[src/rtl/scr1_imem_arb_pkg.sv]
// Shared types and constants for the two-requester imem arbiter.
package scr1_imem_arb_pkg;

    localparam logic [1:0] SCR1_IMEM_ARB_RESP_NOTRDY = 2'b00;
    localparam logic [1:0] SCR1_IMEM_ARB_RESP_OK     = 2'b01;
    localparam logic [1:0] SCR1_IMEM_ARB_RESP_ER     = 2'b10;

    typedef logic scr1_imem_arb_id_t;

    // One extra pointer bit distinguishes full from empty.
    function automatic int scr1_imem_arb_ptr_w(input int depth);
        return $clog2(depth) + 1;
    endfunction

endpackage

[src/rtl/scr1_imem_arb_idfifo.sv]
// In-order FIFO of requester IDs for accepted, unresponded requests.
module scr1_imem_arb_idfifo
    import scr1_imem_arb_pkg::*;
#(
    parameter int DEPTH = 2
) (
    input  logic              clk,
    input  logic              rst_n,
    input  logic              i_push,
    input  scr1_imem_arb_id_t i_id,
    input  logic              i_pop,
    output logic              o_full,
    output logic              o_empty,
    output scr1_imem_arb_id_t o_head
);

    localparam int PW = scr1_imem_arb_ptr_w(DEPTH);
    localparam int AW = (DEPTH > 1) ? $clog2(DEPTH) : 1;
    localparam logic [AW-1:0] MASK = AW'(DEPTH - 1);

    logic [PW-1:0]     r_wr;
    logic [PW-1:0]     r_rd;
    scr1_imem_arb_id_t r_mem [DEPTH];

    logic [AW-1:0] w_widx;
    logic [AW-1:0] w_ridx;
    logic          w_push;
    logic          w_pop;

    assign w_widx  = r_wr[AW-1:0] & MASK;
    assign w_ridx  = r_rd[AW-1:0] & MASK;
    assign o_empty = (r_wr == r_rd);
    assign o_full  = (r_wr[PW-1] != r_rd[PW-1])
                   && (w_widx == w_ridx);
    assign o_head  = r_mem[w_ridx];
    assign w_push  = i_push & ~o_full;
    assign w_pop   = i_pop & ~o_empty;

    always_ff @(posedge clk or negedge rst_n) begin
        if (!rst_n) begin
            r_wr <= '0;
            r_rd <= '0;
        end else begin
            if (w_push) r_wr <= r_wr + 1'b1;
            if (w_pop)  r_rd <= r_rd + 1'b1;
        end
    end

    // Storage needs no reset: only entries between pointers are read.
    always_ff @(posedge clk) begin
        if (w_push) r_mem[w_widx] <= i_id;
    end

endmodule

[src/rtl/scr1_imem_arb.sv]
// Round-robin arbiter sharing one imem port between two requesters.
// Optional SCR1_IMEM_ARB_STAT_EN adds per-requester grant counters.
module scr1_imem_arb
    import scr1_imem_arb_pkg::*;
#(
    parameter int PEND_DEPTH = 2,
    parameter int ADDR_W     = 32,
    parameter int DATA_W     = 32
) (
    input  logic              clk,
    input  logic              rst_n,
    input  logic              m0_req,
    input  logic [ADDR_W-1:0] m0_addr,
    output logic              m0_req_ack,
    output logic [DATA_W-1:0] m0_rdata,
    output logic [1:0]        m0_resp,
    input  logic              m1_req,
    input  logic [ADDR_W-1:0] m1_addr,
    output logic              m1_req_ack,
    output logic [DATA_W-1:0] m1_rdata,
    output logic [1:0]        m1_resp,
    output logic              s_req,
    output logic [ADDR_W-1:0] s_addr,
    input  logic              s_req_ack,
    input  logic [DATA_W-1:0] s_rdata,
    input  logic [1:0]        s_resp,
`ifdef SCR1_IMEM_ARB_STAT_EN
    output logic [31:0]       stat_grant0,
    output logic [31:0]       stat_grant1,
`endif
    output logic              arb_err
);

    logic              r_lock;
    scr1_imem_arb_id_t r_lock_id;
    scr1_imem_arb_id_t r_last;
    logic              r_err;

    scr1_imem_arb_id_t w_sel;
    scr1_imem_arb_id_t w_head;
    logic              w_sel_req;
    logic              w_full;
    logic              w_empty;
    logic              w_acc;
    logic              w_resp_vld;
    logic              w_pop;

    always_comb begin
        w_sel = 1'b0;
        if (r_lock)
            w_sel = r_lock_id;
        else if (m0_req && m1_req)
            w_sel = ~r_last;
        else if (m1_req)
            w_sel = 1'b1;
    end

    assign w_sel_req  = w_sel ? m1_req : m0_req;
    assign s_req      = w_sel_req & ~w_full;
    assign s_addr     = w_sel ? m1_addr : m0_addr;
    assign w_acc      = s_req & s_req_ack;
    assign m0_req_ack = w_acc & (w_sel == 1'b0);
    assign m1_req_ack = w_acc & (w_sel == 1'b1);

    assign w_resp_vld = (s_resp != SCR1_IMEM_ARB_RESP_NOTRDY);
    assign w_pop      = w_resp_vld & ~w_empty;
    assign m0_rdata   = s_rdata;
    assign m1_rdata   = s_rdata;
    assign m0_resp    = (w_pop && w_head == 1'b0)
                      ? s_resp : SCR1_IMEM_ARB_RESP_NOTRDY;
    assign m1_resp    = (w_pop && w_head == 1'b1)
                      ? s_resp : SCR1_IMEM_ARB_RESP_NOTRDY;
    assign arb_err    = r_err;

    scr1_imem_arb_idfifo #(
        .DEPTH (PEND_DEPTH)
    ) u_idfifo (
        .clk     (clk),
        .rst_n   (rst_n),
        .i_push  (w_acc),
        .i_id    (w_sel),
        .i_pop   (w_pop),
        .o_full  (w_full),
        .o_empty (w_empty),
        .o_head  (w_head)
    );

    // A stalled request pins the grant until the slave accepts it.
    always_ff @(posedge clk or negedge rst_n) begin
        if (!rst_n) begin
            r_lock    <= 1'b0;
            r_lock_id <= 1'b0;
            r_last    <= 1'b1;
            r_err     <= 1'b0;
        end else begin
            if (w_acc) begin
                r_lock <= 1'b0;
                r_last <= w_sel;
            end else if (s_req) begin
                r_lock    <= 1'b1;
                r_lock_id <= w_sel;
            end
            if (w_resp_vld && w_empty) r_err <= 1'b1;
        end
    end

`ifdef SCR1_IMEM_ARB_STAT_EN
    logic [31:0] r_stat0;
    logic [31:0] r_stat1;

    always_ff @(posedge clk or negedge rst_n) begin
        if (!rst_n) begin
            r_stat0 <= '0;
            r_stat1 <= '0;
        end else begin
            if (m0_req_ack && r_stat0 != '1)
                r_stat0 <= r_stat0 + 32'd1;
            if (m1_req_ack && r_stat1 != '1)
                r_stat1 <= r_stat1 + 32'd1;
        end
    end

    assign stat_grant0 = r_stat0;
    assign stat_grant1 = r_stat1;
`endif

endmodule

[config.mk]
export PLATFORM = sky130hd
export DESIGN_NAME = scr1_imem_arb
export DESIGN_NICKNAME = d
export VERILOG_FILES = /design/src/rtl/scr1_imem_arb_pkg.sv /design/src/rtl/scr1_imem_arb_idfifo.sv /design/src/rtl/scr1_imem_arb.sv
export SDC_FILE = /design/constraint.sdc
export NUM_CORES = 1
export LEC_CHECK = 0
export CAP_MARGIN = 25
export CORE_AREA = 2 2 81 83
export CTS_BUF_LIST = sky130_fd_sc_hd__clkbuf_16
export CTS_CLUSTER_SIZE = 25
export DETAILED_ROUTE_END_ITERATION = 10
export DIE_AREA = 0 0 83 85
export PLACE_DENSITY = 0.9
export SYNTH_ARGS = -nofsm -noshare
export SYNTH_HDL_FRONTEND = slang
export SYNTH_SLANG_ARGS = --single-unit
[constraint.sdc]
create_clock -name clk -period 3.5 [get_ports clk]
set_clock_uncertainty 0.2 [all_clocks]
set_input_delay 0.7 -clock clk [delete_from_list [all_inputs] [get_ports clk]]
set_output_delay 0.7 -clock clk [all_outputs]
set_load 0.005 [all_outputs]
==> metrics.log, run 1 <==
INFO  metric numClockSinks = 10
INFO  metric dieHeight = roughly 85 um
INFO  metric highest_cell_delay_on_the_worst_timing_path = about 0.44 ns
INFO  metric p_total = 0.00162 W
INFO  metric pin_count = 207
INFO  metric postSynthNetCount = approximately 250
INFO  metric cts_tree = done
INFO  metric setup.worst_path.end_class = output pin
INFO  metric detailed_route_wire_length_per_cell = around 14 um
INFO  metric route.antenna.remaining_nets = 0
INFO  metric synthesis.yosys.warnings = 0
INFO  metric synth_flop_cell = sky130_fd_sc_hd__dfrtp_1
INFO  metric cts.path.max_buffers = 2
INFO  metric fin_crit = approximately 3.4 ns
INFO  metric post_cts_hold_buffer_count = 0
INFO  metric share_of_final_layout_standard_cells_stronger_than_drive_strength_1 = between 20 and 25%
INFO  metric numPortBuffers = between 100 and 150
INFO  metric ctsHtreeMaxLevel = 1
INFO  metric core-area = approximately 6200 um^2
INFO  metric synth.largest_area_cell = sky130_fd_sc_hd__buf_4
INFO  metric grt_setup_unrepaired = no
INFO  metric finalHoldViolCount = 0
INFO  metric synth_cell_type_count = 26
INFO  metric detailedPlacementHpwl = about 3.3 mm
INFO  metric synth_commonest_cells = 66 x sky130_fd_sc_hd__buf_4, 25 x sky130_fd_sc_hd__mux2_4, 8 x sky130_fd_sc_hd__mux2_2
INFO  metric grt_pass1_wl = between 5 and 6 mm
INFO  metric top_cell_type_s_share_of_synthesized_area = between 30% and 40%
INFO  metric ys_seq_area_share = ~17%
INFO  metric number_of_antenna_violations_at_the_first_check_in_global_routing = 0
INFO  metric layout-area-overhead-vs-synth = 54.2%
INFO  metric cp_cell_sequence = clkdlybuf4s50_1 -> nor2b_2 -> a21boi_4 -> buf_12 -> mux2_2 -> clkdlybuf4s50_1
INFO  metric avgViaCountPerCell = roughly 4.2
INFO  metric num_vias = around 1200
INFO  metric clock_insertion_delay_worst_skew = between 0.2 and 0.25 ns
INFO  metric die_area = 7060 um^2
INFO  metric synth-seq-cells = 10
INFO  metric irDropWorstVdd = 494 uV
INFO  metric cap_violations = 0
INFO  metric achievable-frequency = about 0.29 GHz
INFO  metric worst_setup_path_start_kind = primary input
INFO  metric worstHoldPathType = flip-flop to flip-flop
INFO  metric netlist_area = around 1500 um^2
INFO  metric setup.reg_to_reg.worst_slack = approximately 1.7 ns
INFO  metric timing.setup.tns = 0 ns
INFO  metric run_status = finished, final reports clean
INFO  metric slew_violations = 0
INFO  metric chipWidth = around 83 um
INFO  metric layout.nets = approximately 300
INFO  metric core.rowCount = 29
INFO  metric drt-initial-drc-count = 15
INFO  metric first_global_vias = approximately 1300
INFO  metric cts-buffers-inserted = 3
INFO  metric clkSlewWorstSetupHoldPaths = approximately 0.040 ns
INFO  metric post-route-drc-count = 0
INFO  metric routed_wl = about 3.8 mm
INFO  metric path_class = primary input to output pin
INFO  metric synthesized_instance_count = 150
INFO  metric ant_diodes = 0
INFO  metric crit_path_arrival_time = approximately 2.5 ns
INFO  metric p_per_area = 692 nW/um^2
INFO  metric overflow = 0
INFO  metric setup_viol = 0
INFO  metric cp_max_fo = 24
INFO  metric critical_path.slowest_cell = sky130_fd_sc_hd__clkdlybuf4s50_1
INFO  metric max_slew.worst_pin.slew = 0.415 ns
INFO  metric slew_headroom = between 70% and 80%
INFO  metric globalplace.congestion = just under 0.8
INFO  metric pin_count_of_the_biggest_net_entering_global_routing = 25
INFO  metric synthesis.area_per_instance = between 10 and 15 um^2
INFO  metric count_leader_synth = sky130_fd_sc_hd__buf_4
INFO  metric final_cells = approximately 280
INFO  metric final_min_period_over_clock_period = 97.5%
INFO  metric grt_use_total = between 10% and 20%
INFO  metric synth_area_leaders = sky130_fd_sc_hd__buf_4 33%, sky130_fd_sc_hd__mux2_4 25%, sky130_fd_sc_hd__dfrtp_1 12%
INFO  metric firstDrtPassIters = 4
INFO  metric dpl.cell_count = approximately 270
INFO  metric critPathRequiredTime = approximately 2.6 ns
INFO  metric power.leakage = approximately 1.0 nW
INFO  metric fin_worst_hold_slack = 0.283 ns
INFO  metric fraction_of_synthesis_flops_using_an_asynchronous_set_or_reset_pin = about four fifths
INFO  metric start_util = around a quarter
INFO  metric synth_edf_count = 2
INFO  metric cts.root.buffer_cell = sky130_fd_sc_hd__clkbuf_16
INFO  metric cp_common_cell = sky130_fd_sc_hd__clkdlybuf4s50_1
critical path, delay by kind of cell:
kind	cells	cell delay, ns
AO/OA/AOI/OAI	1	0.18
AND/OR/NAND/NOR	1	0.18
buffers and inverters	3	1.08
multiplexers	1	0.35
metrics by stage:
stage,utilization [%],area (um^2),worst slack (ns)
floorplan,-,1520,1.00
global route,37.7,2340,0.000850
detailed placement,36.2,2250,0.0813
global placement,36.2,2250,0.114
CTS,37.5,2330,0.0727
finish,37.7,2340,0.0886
cell usage in the layout (no fill, tap or decap), types with 3 or more instances in the layout:
cell / count
sky130_fd_sc_hd__mux2_2: 8
sky130_fd_sc_hd__mux2_4: 25
sky130_fd_sc_hd__dlymetal6s2s_1: 5
sky130_fd_sc_hd__xor2_1: 3
sky130_fd_sc_hd__clkdlybuf4s50_1: 105
sky130_fd_sc_hd__dfrtp_1: 7
sky130_fd_sc_hd__nand2_1: 6
sky130_fd_sc_hd__buf_4: 4
sky130_fd_sc_hd__xnor2_1: 4
sky130_fd_sc_hd__clkbuf_16: 3
sky130_fd_sc_hd__and3_1: 4
sky130_fd_sc_hd__nor2_1: 5
final timing paths:
check,startpoint,endpoint,cells past startpoint
min,arb_err$_DFFE_PN0P_,arb_err$_DFFE_PN0P_,1
min reg2reg,arb_err$_DFFE_PN0P_,arb_err$_DFFE_PN0P_,1
max,m1_req,s_addr[31],6
max in group asynchronous,rst_n,r_last$_DFFE_PN1N_,1
min in group asynchronous,rst_n,u_idfifo.r_rd[1]$_DFFE_PN0P_,1
max reg2reg,u_idfifo.r_rd[0]$_DFFE_PN0P_,u_idfifo.r_mem[0]$_DFFE_PP_,4
metal layers:
layer / GRT usage [%] / part of all wire (%)
met4: 1.79 / 0.89
met3: 4.77 / 12
met1: 10.5 / 34
met5: 0 / 0
met2: 18.7 / 53
cell families after synthesis:
group	Yosys count	share of synthesized area [%]
XOR/XNOR	7	4.04
multiplexers	34	31.3
flip-flops	10	17.2
AO/OA/AOI/OAI	8	5.19
buffers and inverters	70	35.1
AND/OR/NAND/NOR	21	7.17
timing repair:
action                                  in CTS  in global routing
resized for setup                            0                  6
buffers inserted                             0                  0
endpoints found under the setup margin       0                 15
hold endpoints to repair                     0                  0
cell type report:
type | count | area, um^2
Sequential cell | 10 | 262
Fill cell | 600 | 3860
Clock buffer | 3 | 75.1
Multi-Input combinational cell | 70 | 738
Clock inverter | 1 | 3.75
Inverter | 1 | 3.75
Tap cell | 77 | 96.3
Timing Repair Buffer | 115 | 1160
sequential cells by signal, summed over array words and instances, names as in the netlist:
name	cells
u_idfifo.r_wr	2
r_lock_id	1
r_last	1
u_idfifo.r_mem	2
r_lock	1
arb_err	1
u_idfifo.r_rd	2
power breakdown:
part	switching, W	internal, W	total, W
registers	0.0000577	0.000182	0.000240
clock network	0.0000492	0.000149	0.000198
logic	0.000424	0.000758	0.00118
total	0.000531	0.00109	0.00162
Power figures use the tool's default switching activity.
==> run 2, diff against run 1 <==
clock period = 4.4 ns   (was 3.5 ns; I/O delays follow)
==> run 2 against run 1 <==
  * Final area is 2.1% lower
  * Worst hold slack worse by 0.015 ns
  * Global-route usage is 0.26 points lower
  * Sequential share of layout area up 0.24 points
  * Sequential power is 22% lower
  * Register-to-register slack better by 0.95 ns
==> metrics.log, run 2 (synthesis gave the netlist of run 1 again) <==
INFO  metric run_status = finished, final reports clean
INFO  metric worst_hold_startpoint = arb_err$_DFFE_PN0P_
INFO  metric post-cts-setup-buffers = 0 (unchanged)
INFO  metric ant_diodes = 0 (unchanged)
INFO  metric drt-initial-drc-count = 15 (unchanged)
INFO  metric crit_path_arrival_time = 2.95 ns (+0.44 ns)
INFO  metric detailedPlacementHpwl = 3.21 mm (-3.3%)
INFO  metric pin_count = 207 (unchanged)
INFO  metric critPathRequiredTime = 3.32 ns (+0.72 ns)
INFO  metric cap_violations = 0 (unchanged)
INFO  metric fin_worst_hold_slack = 0.269 ns (-0.0145 ns)
INFO  metric placement.cell_area = 2210 um^2 (-1.6%)
INFO  metric first_global_vias = 1259 (-4.5%)
INFO  metric routed_wl = 3.72 mm (-2.3%)
INFO  metric power.leakage = 0.960 nW (-6.8%)
INFO  metric numClockSinks = 10 (unchanged)
INFO  metric avgViaCountPerCell = 4.18 (-0.98%)
INFO  metric overflow = 0 (unchanged)
INFO  metric layout.nets = 301 (-0.99%)
INFO  metric numPortBuffers = 110 (unchanged)
INFO  metric postLayoutCoreUtil = 36.9% (-0.81 points)
INFO  metric finalInstanceArea = 2290 um^2 (-2.1%)
INFO  metric final_min_period_over_clock_period = 91.6%
INFO  metric num_vias = 1145 (-2.1%)
INFO  metric irDropWorstVdd = 400 uV (-19%)
INFO  metric post_cts_hold_buffer_count = 0 (unchanged)
INFO  metric dieHeight = 85 um (unchanged)
INFO  metric pin_count_of_the_biggest_net_entering_global_routing = 27 (+8.0%)
INFO  metric grt_pass1_wl = 5.81 mm (-1.9%)
INFO  metric max_slew.worst_pin.slew = 0.439 ns (+0.0234 ns)
INFO  metric clkSlewWorstSetupHoldPaths = 0.04 ns (about the same)
INFO  metric worst_setup_path_start_kind = primary input
INFO  metric post-route-drc-count = 0 (unchanged)
INFO  metric chipWidth = 83 um (unchanged)
INFO  metric worst_setup_path_startpoint = m0_req
INFO  metric path_class = primary input to output pin
INFO  metric cts.path.max_buffers = 2 (unchanged)
INFO  metric clock_insertion_delay_worst_skew = 0.23 ns (about the same)
INFO  metric grt_use_total = 9.83% (-0.26 points)
INFO  metric p_per_area = 553 nW/um^2 (-20%)
INFO  metric fin_crit = between 4 and 5 ns
INFO  metric slew_headroom = 70.6% (-1.5 points)
INFO  metric cts.root.buffer_cell = sky130_fd_sc_hd__clkbuf_16
INFO  metric timing.setup.tns = 0 ns (unchanged)
INFO  metric cts-buffers-inserted = 3 (unchanged)
INFO  metric core.rowCount = 29 (unchanged)
INFO  metric layout.cells.most_common = sky130_fd_sc_hd__clkdlybuf4s50_1
INFO  metric setup_viol = 0 (unchanged)
INFO  metric r2r-start = r_last$_DFFE_PN1N_
INFO  metric share_of_final_layout_standard_cells_stronger_than_drive_strength_1 = 20.8% (-1.7 points)
INFO  metric cp_max_fo = 26 (+8.3%)
INFO  metric postCtsResizedCells = 0 (unchanged)
INFO  metric grt_setup_unrepaired = no
INFO  metric globalplace.congestion = 0.801 (+0.96%)
INFO  metric layout-area-overhead-vs-synth = 50.9%
INFO  metric ctsHtreeMaxLevel = 1 (unchanged)
INFO  metric detailed_route_wire_length_per_cell = 13.6 um (-1.2%)
INFO  metric finalHoldViolCount = 0 (unchanged)
INFO  metric start_util = 24.5% (unchanged)
INFO  metric cts_tree = done
INFO  metric dpl.cell_count = 270 (-1.1%)
INFO  metric number_of_antenna_violations_at_the_first_check_in_global_routing = 0 (unchanged)
INFO  metric core-area = 6200 um^2 (unchanged)
INFO  metric firstDrtPassIters = 4 (unchanged)
INFO  metric top_regs = u_idfifo.r_mem x2, u_idfifo.r_rd x2, u_idfifo.r_wr x2
INFO  metric route.antenna.remaining_nets = 0 (unchanged)
INFO  metric setup.worst_path.end_class = output pin
INFO  metric worstHoldPathType = flip-flop to flip-flop
INFO  metric final_cells = 274 (-1.1%)
INFO  metric achievable-frequency = approximately 0.25 GHz
INFO  metric slew_violations = 0 (unchanged)
INFO  metric layout_common_cells = 110 x sky130_fd_sc_hd__clkdlybuf4s50_1, 25 x sky130_fd_sc_hd__mux2_4, 8 x sky130_fd_sc_hd__mux2_2, 7 x sky130_fd_sc_hd__dfrtp_1, 6 x sky130_fd_sc_hd__nand2_1
INFO  metric die_area = 7060 um^2 (unchanged)
## run 2: per-stage QoR
step | power [W] | setup WS (ns)
after detailed placement | 0.00111 | 0.373
final | 0.00127 | 0.370
after floorplan | 0.000778 | 1.54
after CTS | 0.00128 | 0.362
after global routing | 0.00134 | 0.254
after global placement | 0.00109 | 0.450
## run 2: layout make-up
type / count / area (um^2)
fill: 598 / 3910
clock inverter: 1 / 3.75
timing repair buffer: 112 / 1120
sequential: 10 / 262
clock buffer: 3 / 75.1
inverter: 1 / 3.75
tap: 77 / 96.3
multi-input combinational: 70 / 736
## run 2: routing by layer
metal	routed length [um]	GRT usage [%]
met1	1310	10.0
met2	1890	18.0
met3	487	5.06
met4	44	2.09
met5	0	0
## run 2: where the power goes
part / leakage (nW) / internal [W] / switching (W) / total (W)
Sequential: 0.108 / 0.000145 / 0.0000433 / 0.000188
Clock: 0.0385 / 0.000119 / 0.0000404 / 0.000159
Combinational: 0.813 / 0.000585 / 0.000335 / 0.000921
Total: 0.960 / 0.000849 / 0.000419 / 0.00127
## run 2: critical path: stages
cell and delay (ns):
sky130_fd_sc_hd__clkdlybuf4s50_1 0.54, sky130_fd_sc_hd__nand2_1 0.12, sky130_fd_sc_hd__a21boi_4 0.17, sky130_fd_sc_hd__buf_4 0.38
sky130_fd_sc_hd__mux2_2 0.39, sky130_fd_sc_hd__clkdlybuf4s50_1 0.46
## run 2: final timing paths
path,to,cells past startpoint,slack (ns)
setup / recovery,s_addr[24],6,0.37
hold / removal,arb_err$_DFFE_PN0P_,1,0.27
setup reg to reg,r_lock_id$_DFFE_PN0P_,5,2.67
hold reg to reg,arb_err$_DFFE_PN0P_,1,0.27
max in group asynchronous,r_last$_DFFE_PN1N_,1,2.97
min in group asynchronous,u_idfifo.r_rd[1]$_DFFE_PN0P_,1,0.72
==> run 3, diff against run 2 <==
CORE_AREA = 2 2 80 82   (was 2 2 81 83)
DIE_AREA = 0 0 82 84   (was 0 0 83 85)
PLACE_DENSITY = 0.91   (was 0.9)
SYNTH_HIERARCHICAL = 1   (was unset)
==> run 3 against run 2 <==
  * Via count is 3.8% higher
  * Power fell by 7.2%
  * Clock power hardly changed
  * Flip-flop and latch count unchanged
  * Sequential power barely moved
  * Synthesized cell count rose by 4.0%
  * Critical path type unchanged
  * Highest routed layer unchanged
==> metrics.log, run 3 <==
INFO  metric fin_worst_hold_slack = 0.261 ns (-0.00825 ns)
INFO  metric r2r-start = u_idfifo/r_rd[0]$_DFFE_PN0P_
INFO  metric numPortBuffers = 110 (unchanged)
INFO  metric route.antenna.remaining_nets = 0 (unchanged)
INFO  metric run_status = finished, final reports clean
INFO  metric power.leakage = 0.857 nW (-11%)
INFO  metric synth-seq-cells = 10 (unchanged)
INFO  metric postSynthNetCount = 259 (+2.4%)
INFO  metric avgViaCountPerCell = 4.25 (+1.6%)
INFO  metric grt_setup_unrepaired = no
INFO  metric reg_to_reg_endpoint = u_idfifo/r_mem[1]$_DFFE_PP_
INFO  metric firstDrtPassIters = 4 (unchanged)
INFO  metric worst_hold_startpoint = arb_err$_DFFE_PN0P_
INFO  metric slew_headroom = 69.8% (-0.77 points)
INFO  metric highest_cell_delay_on_the_worst_timing_path = 0.48 ns (-0.06 ns)
INFO  metric drt-initial-drc-count = 11 (-4)
INFO  metric layout.cells.most_common = sky130_fd_sc_hd__clkdlybuf4s50_1
INFO  metric synth_flop_cell = sky130_fd_sc_hd__dfrtp_1
INFO  metric final_cells = 280 (+2.2%)
INFO  metric overflow = 0 (unchanged)
INFO  metric synth_cell_type_count = 27 (+3.8%)
INFO  metric post-cts-setup-buffers = 0 (unchanged)
INFO  metric synth.largest_area_cell = sky130_fd_sc_hd__buf_4
INFO  metric die_area = 6890 um^2 (-2.4%)
INFO  metric start_util = 23.8% (-0.67 points)
INFO  metric setup.worst_path.end_class = output pin
INFO  metric fin_crit = 3.86 ns (-0.166 ns)
INFO  metric pin_count = 207 (unchanged)
INFO  metric final_min_period_over_clock_period = 87.8% (-3.8 points)
INFO  metric finalInstanceArea = 2240 um^2 (-2.4%)
INFO  metric crit_path_arrival_time = 2.78 ns (-0.17 ns)
INFO  metric slew_violations = 0 (unchanged)
INFO  metric max_slew.worst_pin.slew = 0.449 ns (+0.0101 ns)
INFO  metric clkSlewWorstSetupHoldPaths = 0.04 ns (about the same)
INFO  metric grt_use_total = 11.4% (+1.6 points)
INFO  metric dpl.cell_count = 276 (+2.2%)
INFO  metric synthesis.area_per_instance = 9.30 um^2 (-8.1%)
INFO  metric clock_insertion_delay_worst_skew = 0.24 ns (about the same)
INFO  metric netlist_area = 1450 um^2 (-4.4%)
INFO  metric post_cts_hold_buffer_count = 0 (unchanged)
INFO  metric cts-buffers-inserted = 3 (unchanged)
INFO  metric top_cell_type_s_share_of_synthesized_area = 35.2% (+2.6 points)
INFO  metric globalplace.congestion = 0.705 (-12%)
INFO  metric chipWidth = 82 um (-1.2%)
INFO  metric core-area = 6100 um^2 (-1.8%)
INFO  metric layout-area-overhead-vs-synth = 54.1%
INFO  metric placement.cell_area = 2160 um^2 (-2.5%)
INFO  metric share_of_final_layout_standard_cells_stronger_than_drive_strength_1 = 22.2% (+1.4 points)
INFO  metric postCtsResizedCells = 0 (unchanged)
INFO  metric count_leader_synth = sky130_fd_sc_hd__buf_4
INFO  metric layout.nets = 307 (+2.0%)
INFO  metric detailedPlacementHpwl = 3.42 mm (+6.6%)
INFO  metric num_vias = 1189 (+3.8%)
INFO  metric achievable-frequency = 0.259 GHz (+4.3%)
INFO  metric worst_setup_path_startpoint = m1_req
INFO  metric routed_wl = 4.03 mm (+8.1%)
INFO  metric path_class = primary input to output pin
INFO  metric synthesis.yosys.warnings = 6 (+6)
INFO  metric cts_tree = done
INFO  metric irDropWorstVdd = 295 uV (-26%)
INFO  metric cts.path.max_buffers = 2 (unchanged)
INFO  metric cp_max_fo = 33 (+27%)
INFO  metric finalHoldViolCount = 0 (unchanged)
INFO  metric worst_setup_path_start_kind = primary input
INFO  metric ys_seq_area_share = 18.0% (+0.80 points)
INFO  metric numClockSinks = 10 (unchanged)
INFO  metric fraction_of_synthesis_flops_using_an_asynchronous_set_or_reset_pin = 80.0% (unchanged)
INFO  metric setup.reg_to_reg.worst_slack = 2.38 ns (-0.29 ns)
INFO  metric detailed_route_wire_length_per_cell = 14.4 um (+5.8%)
INFO  metric synth_edf_count = 2 (unchanged)
INFO  metric top_regs = u_idfifo/r_mem x2, u_idfifo/r_rd x2, u_idfifo/r_wr x2
INFO  metric worstHoldPathType = flip-flop to flip-flop
INFO  metric dieHeight = 84 um (-1.2%)
INFO  metric cts.root.buffer_cell = sky130_fd_sc_hd__clkbuf_16
INFO  metric timing.setup.tns = 0 ns (unchanged)
INFO  metric grt_pass1_wl = 5.91 mm (+1.8%)
INFO  metric synth_area_leaders = sky130_fd_sc_hd__buf_4 35%, sky130_fd_sc_hd__mux2_2 28%, sky130_fd_sc_hd__dfrtp_1 12%
INFO  metric synth_commonest_cells = 68 x sky130_fd_sc_hd__buf_4, 36 x sky130_fd_sc_hd__mux2_2, 9 x sky130_fd_sc_hd__nor2_1
INFO  metric first_global_vias = 1238 (-1.7%)
INFO  metric core.rowCount = 29 (unchanged)
INFO  metric p_per_area = 526 nW/um^2 (-4.9%)
INFO  metric critPathRequiredTime = 3.32 ns (about the same)
INFO  metric cp_common_cell = sky130_fd_sc_hd__clkdlybuf4s50_1
INFO  metric critical_path.slowest_cell = sky130_fd_sc_hd__clkdlybuf4s50_1
INFO  metric rr_worst_depth = 7 (+2)
INFO  metric ctsHtreeMaxLevel = 1 (unchanged)
INFO  metric min_delay_worst_endpoint = arb_err$_DFFE_PN0P_
INFO  metric synthesized_instance_count = 156 (+4.0%)
INFO  metric cap_violations = 0 (unchanged)
INFO  metric number_of_antenna_violations_at_the_first_check_in_global_routing = 0 (unchanged)
INFO  metric pin_count_of_the_biggest_net_entering_global_routing = 34 (+26%)
INFO  metric cp_cell_sequence = clkdlybuf4s50_1 -> nor2b_1 -> a22oi_2 -> buf_12 -> mux2_2 -> clkdlybuf4s50_1
INFO  metric ant_diodes = 0 (unchanged)
INFO  metric layout_common_cells = 110 x sky130_fd_sc_hd__clkdlybuf4s50_1, 36 x sky130_fd_sc_hd__mux2_2, 9 x sky130_fd_sc_hd__nor2_1, 7 x sky130_fd_sc_hd__dfrtp_1
INFO  metric timing.hold.worst_path_depth = 1 (unchanged)
INFO  metric setup_viol = 0 (unchanged)
INFO  metric post-route-drc-count = 0 (unchanged)
run 3: cell count changes after synthesis, sizes merged, moves of 3 or more:
| cell | previous run | this run |
|---|---|---|
| a21oi | 1 | 4 |
| and3 | 4 | 0 |
| inv | 1 | 4 |
| mux2 | 33 | 37 |
| nand2 | 6 | 3 |
| nor2 | 5 | 9 |
| o21ai | 0 | 3 |
| xnor2 | 4 | 1 |
run 3: worst max path at each step:
stage	end	slack, ns	cells after the start
6_report	s_addr[6]	0.54	6
5_1_grt	s_addr[4]	0.44	6
4_1_cts	s_addr[13]	0.53	6
3_5_place_dp	s_addr[13]	0.55	6
3_3_place_gp	s_addr[13]	0.56	6
2_1_floorplan	s_addr[10]	1.50	4
run 3: cell families (layout without fill, tap and decap cells):
kind of cell,after synthesis,in the layout,share of synthesized area (%)
AND/OR/NAND/NOR,19,19,6.81
AO/OA/AOI/OAI,14,14,6.98
multiplexers,38,38,29.7
XOR/XNOR,3,3,2.33
flip-flops,10,10,18.0
buffers and inverters,72,119,36.2
run 3: worst max-delay path, delay by kind of cell:
kind / cells / cell delay, ns
AOI/OAI and AO/OA: 1 / 0.19
buffers and inverters: 3 / 1.18
muxes: 1 / 0.35
and+or+nand+nor: 1 / 0.17
run 3: report_power, final:
part / internal [W] / switching, W
registers: 0.000140 / 0.0000494
clock network: 0.000119 / 0.0000427
logic: 0.000531 / 0.000294
total: 0.000790 / 0.000386
run 3: through the flow:
| step | power [W] | util, % | worst slack, ns |
|---|---|---|---|
| 6_report | 0.00118 | 36.7 | 0.536 |
| 5_1_grt | 0.00126 | 36.7 | 0.441 |
| 4_1_cts | 0.00119 | 36.7 | 0.531 |
| 3_5_place_dp | 0.00102 | 35.4 | 0.547 |
| 3_3_place_gp | 0.000999 | 35.4 | 0.556 |
| 2_1_floorplan | 0.000681 | - | 1.50 |
run 3: layer usage:
| layer | GRT usage, % | routed length (um) | vias to the layer above |
|---|---|---|---|
| met5 | 0 | 0 | - |
| met4 | 8.79 | 174 | 0 |
| met3 | 3.25 | 343 | 16 |
| met2 | 21.1 | 2220 | 80 |
| met1 | 9.81 | 1280 | 533 |
| li1 | - | - | 560 |
run 3: layout make-up:
class,count,area [um^2]
clock inverters,1,3.75
flip-flops and latches,10,262
inverters,4,15.0
well taps,77,96.3
multi-input cells,74,664
fillers,612,3860
repair buffers,111,1120
clock buffers,3,75.1
